==> src/rtl/ahb_noc_pkg.sv <==
// Shared definitions for the AHB-Lite NoC transmit/receive interfaces:
// register map, header layout and transmit state encoding.
package ahb_noc_pkg;

  localparam logic [1:0] No_Transfer = 2'b00;

  localparam logic [4:0] DATA0   = 5'd0;
  localparam logic [4:0] MSG_LEN = 5'd8;
  localparam logic [4:0] ADDR    = 5'd9;
  localparam logic [4:0] STATUS  = 5'd16;
  localparam logic [4:0] CONTROL = 5'd17;

  localparam int unsigned HDR_DEST_LSB = 24;
  localparam int unsigned HDR_SRC_LSB  = 16;
  localparam int unsigned HDR_LEN_LSB  = 8;

  localparam int unsigned MAX_FLITS = 8;

  typedef enum logic [1:0] {IDLE, READY, HEADER, SEND} tx_state_t;

  function automatic logic [31:0] make_header(input logic [3:0] dest,
                                              input logic [3:0] src,
                                              input logic [5:0] len);
    logic [31:0] h;
    h = '0;
    h[HDR_DEST_LSB +: 4] = dest;
    h[HDR_SRC_LSB  +: 4] = src;
    h[HDR_LEN_LSB  +: 6] = len;
    return h;
  endfunction

  // Byte length must be a whole number of words, 1..MAX_FLITS words.
  function automatic logic len_legal(input logic [5:0] len);
    return (len != 6'd0) && (len <= 6'd32) && (len[1:0] == 2'b00);
  endfunction

endpackage

==> src/rtl/ahb_tx.sv <==
// AHB-Lite slave that builds one NoC packet (header + up to eight data
// flits) from software-written registers and streams it on M_Req/M_Data.
module ahb_tx
  import ahb_noc_pkg::*;
(
  input  logic        HCLK,
  input  logic        HRESETn,
  input  logic [31:0] HADDR,
  input  logic [31:0] HWDATA,
  input  logic [2:0]  HSIZE,
  input  logic [1:0]  HTRANS,
  input  logic        HWRITE,
  input  logic        HREADY,
  input  logic        HSEL,
  output logic [31:0] HRDATA,
  output logic        HREADYOUT,
  input  logic [3:0]  Node_Addr,
  output logic        M_Req,
  output logic [31:0] M_Data,
  input  logic        M_Ack
);

  logic        write_en;
  logic        read_en;
  logic [4:0]  word_addr;
  logic [31:0] tx_data [MAX_FLITS];
  logic [5:0]  msg_len;
  logic [3:0]  dest_addr;
  logic        error;
  logic [2:0]  ptr;
  tx_state_t   state;

  logic        busy;
  logic        start_req;
  logic        last_flit;
  logic        unused_bits;

  assign HREADYOUT   = 1'b1;
  assign busy        = (state == HEADER) || (state == SEND);
  assign start_req   = write_en && (word_addr == CONTROL) && HWDATA[0] && !busy;
  assign last_flit   = ({1'b0, ptr} == (msg_len[5:2] - 4'd1));
  assign unused_bits = ^{HSIZE, HADDR[31:7], HADDR[1:0]};

  always_ff @(posedge HCLK or negedge HRESETn) begin
    if (!HRESETn) begin
      write_en  <= 1'b0;
      read_en   <= 1'b0;
      word_addr <= '0;
    end else if (HREADY && HSEL && (HTRANS != No_Transfer)) begin
      write_en  <= HWRITE;
      read_en   <= !HWRITE;
      word_addr <= HADDR[6:2];
    end else begin
      write_en  <= 1'b0;
      read_en   <= 1'b0;
      word_addr <= '0;
    end
  end

  // Packet registers are frozen while a packet is in flight.
  always_ff @(posedge HCLK or negedge HRESETn) begin
    if (!HRESETn) begin
      for (int unsigned i = 0; i < MAX_FLITS; i++) tx_data[i] <= '0;
      msg_len   <= '0;
      dest_addr <= '0;
    end else if (write_en && !busy) begin
      if (word_addr[4:3] == 2'b00)
        tx_data[word_addr[2:0]] <= HWDATA;
      else if (word_addr == MSG_LEN)
        msg_len <= HWDATA[5:0];
      else if (word_addr == ADDR)
        dest_addr <= HWDATA[3:0];
    end
  end

  always_comb begin
    HRDATA = '0;
    if (read_en) begin
      if (word_addr[4:3] == 2'b00)
        HRDATA = tx_data[word_addr[2:0]];
      else if (word_addr == MSG_LEN)
        HRDATA[5:0] = msg_len;
      else if (word_addr == ADDR)
        HRDATA[3:0] = dest_addr;
      else if (word_addr == STATUS)
        HRDATA[1:0] = {error, busy};
    end
  end

  // M_Data is preloaded one edge ahead, so ptr always names the word on the wire.
  always_ff @(posedge HCLK or negedge HRESETn) begin
    if (!HRESETn) begin
      state  <= IDLE;
      M_Req  <= 1'b0;
      M_Data <= '0;
      ptr    <= '0;
      error  <= 1'b0;
    end else begin
      case (state)
        IDLE: begin
          state  <= READY;
          M_Req  <= 1'b0;
          M_Data <= '0;
        end
        READY: begin
          if (start_req) begin
            if (len_legal(msg_len)) begin
              error  <= 1'b0;
              state  <= HEADER;
              M_Req  <= 1'b1;
              M_Data <= make_header(dest_addr, Node_Addr, msg_len);
            end else begin
              error  <= 1'b1;
            end
          end
        end
        HEADER: begin
          if (M_Ack) begin
            state  <= SEND;
            ptr    <= '0;
            M_Data <= tx_data[0];
          end
        end
        SEND: begin
          if (last_flit) begin
            state  <= READY;
            M_Req  <= 1'b0;
            M_Data <= '0;
            ptr    <= '0;
          end else begin
            ptr    <= ptr + 3'd1;
            M_Data <= tx_data[ptr + 3'd1];
          end
        end
        default: state <= IDLE;
      endcase
    end
  end

endmodule

==> config.mk <==
export PLATFORM = sky130hd
export DESIGN_NAME = ahb_tx
export DESIGN_NICKNAME = d
export VERILOG_FILES = /design/src/rtl/ahb_noc_pkg.sv /design/src/rtl/ahb_tx.sv
export SDC_FILE = /design/constraint.sdc
export NUM_CORES = 1
export LEC_CHECK = 0
export ABC_AREA = 1
export ABC_CLOCK_PERIOD_IN_PS = 2000
export BUFFER_PORTS_ARGS = -buffer_cell sky130_fd_sc_hd__buf_2
export CAP_MARGIN = 20
export CORE_MARGIN = 8
export CORE_UTILIZATION = 30
export DETAILED_ROUTE_END_ITERATION = 16
export HOLD_SLACK_MARGIN = 0.15
export PLACE_DENSITY = 0.58
export SLEW_MARGIN = 20
export SYNTH_ARGS = -nofsm -noshare
export SYNTH_HDL_FRONTEND = slang
export SYNTH_SLANG_ARGS = --single-unit
==> constraint.sdc <==
create_clock -name HCLK -period 2 [get_ports HCLK]
set_input_delay 0.3 -clock HCLK [delete_from_list [all_inputs] [get_ports HCLK]]
set_output_delay 0.3 -clock HCLK [all_outputs]
set_load 0.01 [all_outputs]
==> results of run 1 <==
how the worst max path moves through the flow:
stage	cells after the start	slack [ns]	endpoint
after floorplan	9	-0.13	tx_data[215]
after global placement	10	-0.11	HRDATA[0]
after detailed placement	8	-0.1	HRDATA[28]
after CTS	10	-0.51	HRDATA[25]
after global routing	10	-0.59	HRDATA[11]
final	9	-0.52	HRDATA[10]
cell families after synthesis:
kind of cell	count (synthesis)	synth area share, %
and+or+nand+nor	1201	29.8
AOI/OAI and AO/OA	484	16.0
DFF	312	47.4
buffers and inverters	258	5.95
adders and majority gates	9	0.684
xor gates and xnor gates	2	0.106
other	1	0.0228
stage by stage:
| stage | instance area (um^2) | setup WS, ns |
|---|---|---|
| after floorplan | 16500 | -0.129 |
| after global placement | 18700 | -0.109 |
| after detailed placement | 18700 | -0.0955 |
| after CTS | 20800 | -0.508 |
| after global routing | 21700 | -0.588 |
| final | 21700 | -0.516 |
routing by layer:
metal  share of wire [%]  up-vias
li1                    -     7824
met3                 7.9      141
met2                  46      840
met4                 3.3        0
met5                   0        -
met1                  42     8075
cell usage in the layout, fill, tap and decap left out, types with 3 or more instances in the layout:
cell / count
a21oi_1: 19
a21oi_2: 22
a221oi_1: 10
a221oi_2: 14
a22o_1: 4
buf_12: 51
buf_16: 9
buf_2: 104
buf_4: 62
buf_6: 25
buf_8: 7
clkbuf_1: 7
clkbuf_16: 49
clkbuf_8: 10
clkinv_2: 7
dfrtp_1: 309
dlygate4sd3_1: 16
ha_1: 5
ha_2: 3
inv_1: 85
inv_2: 4
inv_6: 3
nand2_1: 801
nand2_2: 30
nand3_1: 232
nand3_2: 9
nand4_1: 3
nand4_4: 6
nor2_1: 98
nor2_2: 10
nor2_4: 3
o211ai_1: 28
o21ai_0: 281
o21ai_1: 88
o21ai_2: 7
or2_4: 3
timing repair:
item | 4_1_cts | 5_1_grt
gates cloned | 7 | 12
buffers inserted | 15 | 16
pin swaps | 31 | 31
hold endpoints to repair | 339 | 0
resized for setup | 121 | 168
endpoints found under the setup margin | 47 | 131
hold buffers | 16 | 0
state kept, by name, indices dropped and copies added, names as in the netlist:
signal,count
dest_addr,4
tx_data,256
error,1
ptr,3
word_addr,5
state,2
M_Data,32
read_en,1
M_Req,1
write_en,1
msg_len,6
layout make-up:
cell class                 count  area share [%]
clock buffer                  54            5.02
timing repair buffer         287            14.4
clock inverter                11           0.433
tap                          704            4.06
inverter                      96            1.89
sequential                   312            36.0
multi-input combinational   1697            38.1
synth_stat cells, types with 4 or more instances:
cell type	number
a22o_1	4
a221oi_1	26
buf_1	5
buf_2	6
clkbuf_1	150
dfrtp_1	312
nand4_2	6
o211ai_1	28
inv_1	93
a21oi_1	43
nor2_1	109
o21ai_0	354
o21ai_1	22
o2111ai_1	4
nand2_1	834
nand3_1	240
ha_1	9
worst max-delay path, cell delays in order (launching register included):
cell      delay, ns
dfrtp_2        0.43
buf_12         0.16
inv_12         0.07
buf_12         0.13
buf_12         0.13
nor2_1         0.04
o211ai_1       0.20
o21ai_1        0.13
a21oi_1        0.21
buf_2          0.17
power groups by stage:
stage | Sequential (mW) | Combinational (mW) | Clock [mW]
after floorplan | 7.50 | 1.24 | 0
after global routing | 7.73 | 2.54 | 7.00
final | 7.65 | 2.24 | 6.63
after detailed placement | 7.67 | 1.93 | 0
after global placement | 7.64 | 1.87 | 0
after CTS | 7.58 | 2.13 | 6.77
==> flow_summary.toml, run 1 <==
[detailed_routing]
vias_per_cell = 5.34
postRouteAntennaNets = 0
wl_per_cell_um = 20.5
post-route-drc-count = 0
wl_mm = 64.7
first_pass_iters = 6
via_count = 16880
drt-initial-drc-count = 2044

[critical_path]
crit_type = "reg -> out"
r2r_end = "M_Data[9]"
r2r_slack_ns = 0.01
cp-end-kind = "primary output"
crit_fanout = 7
startpoint_type = "register"
r2r-start = "word_addr[1]"
cp-startpoint = "word_addr[0]"
cp_data_required_time_ns = 1.70
reg2reg_depth = 13
worstPathArrival_ns = 2.22

[synthesis]
syn_inst = 2267
synth_seq_area_share_pct = 47.4
syn_area_per_cell_um2 = 7.26
synth_top_cell_area_share_pct = 47.4
ys.flop_type = "dfrtp_1"
ys_types = 31
netlist_area_mm2 = 0.0165
ys_top_cells_by_area = "dfrtp_1 (47%), nand2_1 (19%), o21ai_0 (11%)"
synth_edf_count = 0
yosysWarnings = 0
async_reset_ff_share_pct = 100
ys_ff_latch = 312
syn_nets = 2355
synth_largest_area_cell = "dfrtp_1"

[timing]
finalWorstSetupSlack_ns = -0.516
fmax_mhz = 397
setup_violations = 32
whs_ns = 0.145
min_period_ns = 2.52
post-route-period-util_pct = 126
finalSetupTns_ns = -14.59
slew_headroom_pct = 58.2
hold_viol = 0
rsz0062_at_grt = "yes"
skew_ns = 0.0189
drv_slew = 0
tightest_slew_ns = 0.627

[cells_and_area]
final_nets = 2518
multi_input_area_mm2 = 0.00827
instances_no_fill = 3161
fill_cells = 5493
utilization_pct = 39.7
diodes = 0
seqCellArea_mm2 = 0.00781
layout-drive-gt1-share_pct = 19.0
syn2layout_area_growth_pct = 31.8

[clock_network]
clk_pin_slew_worst_paths_ns = 0.06
clk_path_buf_depth = 3
cts_buffers = 36
cts-root-buf = "clkbuf_16"
h-tree-depth = 2
clock_latency_ns = 0.54
cts_sinks = 312
cts_tree = "built"

[floorplanning]
start_util_pct = 30.1
io_pins = 145
design.core.area_mm2 = 0.0547
dieWidth_um = 250
die_h_um = 250
die-area_mm2 = 0.0626
std_cell_rows = 86

[pwr]
switching_share_pct = 28.2
power.leakage_nw = 10.9
p_per_area_mw_per_mm2 = 762
power_mw = 16.5
peakVddDrop_mv = 0.526
pwr-share-seq_pct = 46.3
switching_power_mw = 4.66
p_clk_share_pct = 40.1
comb_power_share_pct = 13.5
power.internal_mw = 11.9

[job]
cap_violations = 0

[place]
dp_cells = 3035
io_buffers = 113
hpwl_mm = 39.2
gp_congestion = 0.896

[min_path]
worstHoldStart = "HWDATA[23]"
min_path_cells = 3
whs_endpoint = "tx_data[55]"
hp-class = "in -> reg"

[global_route]
use_met2_pct = 31.1
grt-ovfl-total = 0
grt_use_met3_pct = 3.29
grt_max_degree = 98
use_met1_pct = 25.7
grt_pass1_wl_mm = 96.8
antenna_found_initial = 1
busiest_layer = "met2"
track_usage_pct = 19.4
grt_pass1_vias = 16361

[run_status]
outcome = "finished with violations"
violations = "setup timing"
Note: power is estimated with default switching activity, not from simulation.
==> run 2: changes to the inputs <==
- BUFFER_PORTS_ARGS: -buffer_cell sky130_fd_sc_hd__buf_2 -> -buffer_cell sky130_fd_sc_hd__clkbuf_2
- SLEW_MARGIN: 20 -> 0
==> flow_summary.toml, run 2 (synthesized netlist as in run 1, its figures left out) <==
[clock_network]
cts_buffers = 36
cts-root-buf = "clkbuf_16"
clk_path_buf_depth = 3
cts_sinks = 312
clk_pin_slew_worst_paths_ns = 0.07
cts_tree = "built"
h-tree-depth = 2
clock_latency_ns = 0.55

[floorplanning]
start_util_pct = 30.1
dieWidth_um = 250
die-area_mm2 = 0.0626
design.core.area_mm2 = 0.0547
std_cell_rows = 86
io_pins = 145
die_h_um = 250

[timing]
finalSetupTns_ns = -20.42
drv_slew = 0
post-route-period-util_pct = 129
rsz0062_at_grt = "yes"
finalWorstSetupSlack_ns = -0.587
setup_violations = 92
min_period_ns = 2.59
tightest_slew_ns = 0.545
skew_ns = 0.0166
whs_ns = 0.156
hold_viol = 0
fmax_mhz = 386
slew_headroom_pct = 63.7

[cells_and_area]
layout_commonest_cell = "nand2_1"
final_nets = 2522
layout-drive-gt1-share_pct = 18.2
largest_reg_flops = 256
top_regs = "tx_data x256, M_Data x32, msg_len x6"
final_cell_mix = "nand2_1 (816), dfrtp_1 (308), o21ai_0 (306), nand3_1 (237), nor2_1 (96)"
stdcell_area_mm2 = 0.0215
top_register = "tx_data"
utilization_pct = 39.4
fill_cells = 5518
instances_no_fill = 3161
syn2layout_area_growth_pct = 30.9

[critical_path]
crit_chain = "nand2_4, inv_6, buf_12, buf_12, nand2_1, o211ai_1, o21ai_1, a21oi_2, clkbuf_2"
cp-end-kind = "primary output"
max_stage_delay_ns = 0.53
r2r_slack_ns = -0.16
cp_common_cell = "buf_12"
cp_data_required_time_ns = 1.70
reg2reg_depth = 12
path_delay_family = "buffers and inverters"
crit_type = "reg -> out"
slowest_stage = "dfrtp_2"
cp-startpoint = "word_addr[0]"
r2r_end = "M_Data[1]"
r2r-start = "word_addr[0]"
worstPathArrival_ns = 2.29
startpoint_type = "register"
path_buf_inv = 4
crit_fanout = 9

[place]
placed_area_mm2 = 0.0187
dpl_worst_slack_ns = -0.141
dp_cells = 3033
io_buffers = 113
gp_congestion = 0.892
hpwl_mm = 38.5

[pwr]
peakVddDrop_mv = 0.529
power_mw = 16.4
p_per_area_mw_per_mm2 = 760
power.leakage_nw = 10.8

[detailed_routing]
wl_mm = 64.5
postRouteAntennaNets = 0
via_count = 16802
wl_per_cell_um = 20.4
first_pass_iters = 6
drt-initial-drc-count = 1895
post-route-drc-count = 0
vias_per_cell = 5.32

[job]
cap_violations = 0

[global_route]
grt_max_degree = 85
antenna_found_initial = 0
grt_pass1_wl_mm = 95.2
grt_pass1_vias = 15997
grt-ovfl-total = 0
track_usage_pct = 19.1

[run_status]
violations = "setup timing"
outcome = "finished with violations"

[min_path]
whs_endpoint = "tx_data[92]"
min_path_cells = 3
worstHoldStart = "HWDATA[28]"
hp-class = "in -> reg"
[run 2: cell count changes in the layout (fill, tap and decap cells not counted), moves of 10 or more]
cell           previous run  this run
dlygate4sd3_1            16        26
buf_2                   104        20
nand2_1                 801       816
nand2_2                  30        16
o21ai_1                  88        60
clkbuf_2                  0        83
o21ai_0                 281       306
[run 2: per-layer routing]
| layer | vias up | part of all wire [%] | global-route usage (%) |
|---|---|---|---|
| met2 | 808 | 46 | 30.9 |
| li1 | 7808 | - | - |
| met5 | - | 0 | 0 |
| met4 | 0 | 2.9 | 7.47 |
| met3 | 116 | 7.9 | 2.87 |
| met1 | 8070 | 43 | 25.5 |
[run 2: report_power, final]
part | internal, mW | switching, mW | leakage (nW) | total (mW)
clock network | 3.80 | 2.67 | 0.554 | 6.48
registers | 6.98 | 0.677 | 3.22 | 7.66
logic | 0.964 | 1.28 | 7.06 | 2.25
[run 2: cell type report]
cell class / instances / area [um^2] / area share (%)
repair buffers: 291 / 3020 / 14.0
flip-flops and latches: 312 / 7820 / 36.3
multi-input cells: 1697 / 8320 / 38.6
clock buffers: 54 / 1070 / 4.96
well taps: 704 / 881 / 4.09
clock inverters: 6 / 57.6 / 0.267
diodes: 1 / 2.50 / 0.0116
inverters: 96 / 384 / 1.78
[run 2: worst max path at each step]
stage / cells after the start / to / slack, ns
after floorplan: 9 / tx_data[215] / -0.13
after global placement: 7 / HRDATA[25] / -0.13
after detailed placement: 9 / state[0] / -0.14
after CTS: 6 / HRDATA[16] / -0.57
after global routing: 11 / HRDATA[3] / -0.64
final: 9 / HRDATA[26] / -0.59
[run 2: worst reg2reg max path, cell delays in order (launching register included)]
cell and delay, ns:
dfrtp_2 0.53, buf_4 0.18, buf_12 0.15, nand3_1 0.14, nor2_2 0.16, nand2_2 0.07, nand2_2 0.09, nand3_4 0.13
nor2_4 0.17, buf_4 0.17, clkbuf_16 0.16, nand2_1 0.08, nand2_1 0.06
[run 2: what timing repair did]
action                                 in CTS  in global routing
hold buffers                               26                  0
cloned                                      4                 11
pin swaps                                  31                 31
setup endpoints to repair                  64                121
resized for setup                          93                181
setup buffers                              12                 18
endpoints found under the hold margin     401                  0
==> run 3: changes to the inputs <==
- CELL_PAD_IN_SITES_DETAIL_PLACEMENT: not set -> 2
- CELL_PAD_IN_SITES_GLOBAL_PLACEMENT: not set -> 2
- CORE_MARGIN: 8 -> not set
- PLACE_DENSITY: 0.58 -> 0.85
==> flow_summary.toml, run 3 (synthesized netlist as in run 1, its figures left out) <==
[detailed_routing]
vias_per_cell = 7.01
first_pass_iters = 5
via_count = 23167
postRouteAntennaNets = 0
wl_per_cell_um = 45.3
post-route-drc-count = 0
wl_mm = 150
drt-initial-drc-count = 3340

[floorplanning]
std_cell_rows = 85
die_h_um = 236
die-area_mm2 = 0.0558
design.core.area_mm2 = 0.0540
dieWidth_um = 236
io_pins = 145
start_util_pct = 30.5

[global_route]
track_usage_pct = 41.1
use_met2_pct = 63.7
use_met1_pct = 47.4
antenna_found_initial = 10
grt_max_degree = 81
grt_pass1_wl_mm = 168
grt-ovfl-total = 0
grt_use_met3_pct = 11.3
busiest_layer = "met2"
grt_pass1_vias = 23396

[timing]
setup_violations = 337
skew_ns = 0.0486
min_period_ns = 3.02
drv_slew = 0
slew_headroom_pct = 37.0
finalWorstSetupSlack_ns = -1.02
fmax_mhz = 331
hold_viol = 0
tightest_slew_ns = 0.945
rsz0062_at_grt = "yes"
post-route-period-util_pct = 151

[pwr]
power_mw = 20.3
power.leakage_nw = 12.6
p_per_area_mw_per_mm2 = 768
peakVddDrop_mv = 0.696

[clock_network]
cts-root-buf = "clkbuf_16"
clock_latency_ns = 0.66
clk_path_buf_depth = 3
clk_pin_slew_worst_paths_ns = 0.08
h-tree-depth = 2
cts_sinks = 312
cts_tree = "built"
cts_buffers = 39

[critical_path]
path_buf_inv = 3
crit_chain = "buf_4, buf_12, o21ai_0, o211ai_1, nand2_1, a21oi_4, buf_2"
max_stage_delay_ns = 0.46
crit_fanout = 10
cp-end-kind = "primary output"
startpoint_type = "register"
r2r_slack_ns = -0.82
slowest_stage = "dfrtp_2"
path_delay_family = "compound AO/OA/AOI/OAI gates"
crit_type = "reg -> out"
worstPathArrival_ns = 2.72
cp_data_required_time_ns = 1.70

[cells_and_area]
layout-drive-gt1-share_pct = 38.0
top_register = "tx_data"
final_nets = 2671
utilization_pct = 48.9
syn2layout_area_growth_pct = 60.4
top_regs = "tx_data x256, M_Data x32, msg_len x6"
final_cell_mix = "nand2_1 (606), dfrtp_1 (306), nand3_1 (231), o21ai_2 (139), nand2_4 (134)"
layout_commonest_cell = "nand2_1"
largest_reg_flops = 256
fill_cells = 5627

[job]
cap_violations = 0

[run_status]
violations = "setup timing"
outcome = "finished with violations"

[place]
io_buffers = 113
hpwl_mm = 49.1
gp_congestion = 0.854

[min_path]
hp-class = "in -> async"
run 3: cell types whose count changed in the layout (fill, tap and decap cells not counted), moves of 18 or more:
cell,previous run,this run
buf_12,53,80
buf_16,3,25
buf_4,64,98
buf_6,26,54
clkbuf_16,46,66
nand2_1,816,606
nand2_2,16,89
nand2_4,2,134
nor2_1,96,78
o21ai_0,306,124
o21ai_1,60,84
o21ai_2,10,139
o21ai_4,0,29
run 3: stage by stage:
step           setup slack, ns  instances  instance area, um^2  hold slack, ns  setup TNS, ns
2_1_floorplan           -0.129       2267                16500         0.00441         -25.28
3_3_place_gp            -0.109       3042                18900           0.176         -0.799
3_5_place_dp            -0.158       3042                18900           0.183          -4.37
4_1_cts                 -0.647       3228                23000           0.153         -77.30
5_1_grt                  -1.05       3303                26400           0.138        -146.77
6_report                 -1.02       3304                26400           0.107        -146.24
run 3: layer usage:
layer	vias up	part of all wire [%]
li1	8147	-
met1	11466	34
met2	2475	41
met3	1067	14
met4	12	10
met5	-	0.098
run 3: layout make-up:
type                            instances  area, um^2  share of cell area (%)
Sequential cell                       312        7820                    29.6
Clock buffer                           55        1120                    4.23
Inverter                               96         408                    1.55
Clock inverter                          9        85.1                   0.322
Tap cell                              696         871                    3.30
Timing Repair Buffer                  437        5510                    20.9
Multi-Input combinational cell       1697       10600                    40.1
Antenna cell                            2        5.00                  0.0190
run 3: worst paths after layout:
| check | start | endpoint | cells after the start |
|---|---|---|---|
| max | word_addr[1] | HRDATA[13] | 7 |
| min | HRESETn | tx_data[178] | 2 |
| max reg2reg | state[1] | tx_data[128] | 9 |
| min reg2reg | M_Data[5] | M_Data[5] | 2 |
| max in group asynchronous | HRESETn | ptr[0] | 3 |
| min in group HCLK | HREADY | write_en | 3 |
run 3: repair_timing:
| action | 4_1_cts | 5_1_grt |
|---|---|---|
| cloned | 33 | 34 |
| resized for setup | 364 | 817 |
| pin swaps | 59 | 107 |
| hold endpoints to repair | 392 | 0 |
| setup endpoints to repair | 149 | 336 |
| hold buffers | 24 | 0 |
| setup buffers | 66 | 65 |
run 3: report_power, final:
group          internal [mW]  switching (mW)  leakage (nW)  total [mW]
sequential              6.96            1.45          3.22        8.41
combinational           1.44            2.69          8.83        4.14
clock                   4.02            3.70         0.596        7.73
total                   12.4            7.85          12.6        20.3
run 3: worst register-to-register path: stages, from the launching register on:
cell and delay [ns]:
dfrtp_2 0.48, ha_4 0.19, or2_4 0.25, buf_6 0.13, nor3_4 0.20, buf_12 0.18
buf_6 0.13, nand3_4 0.11, buf_6 0.22, o21ai_0 0.73
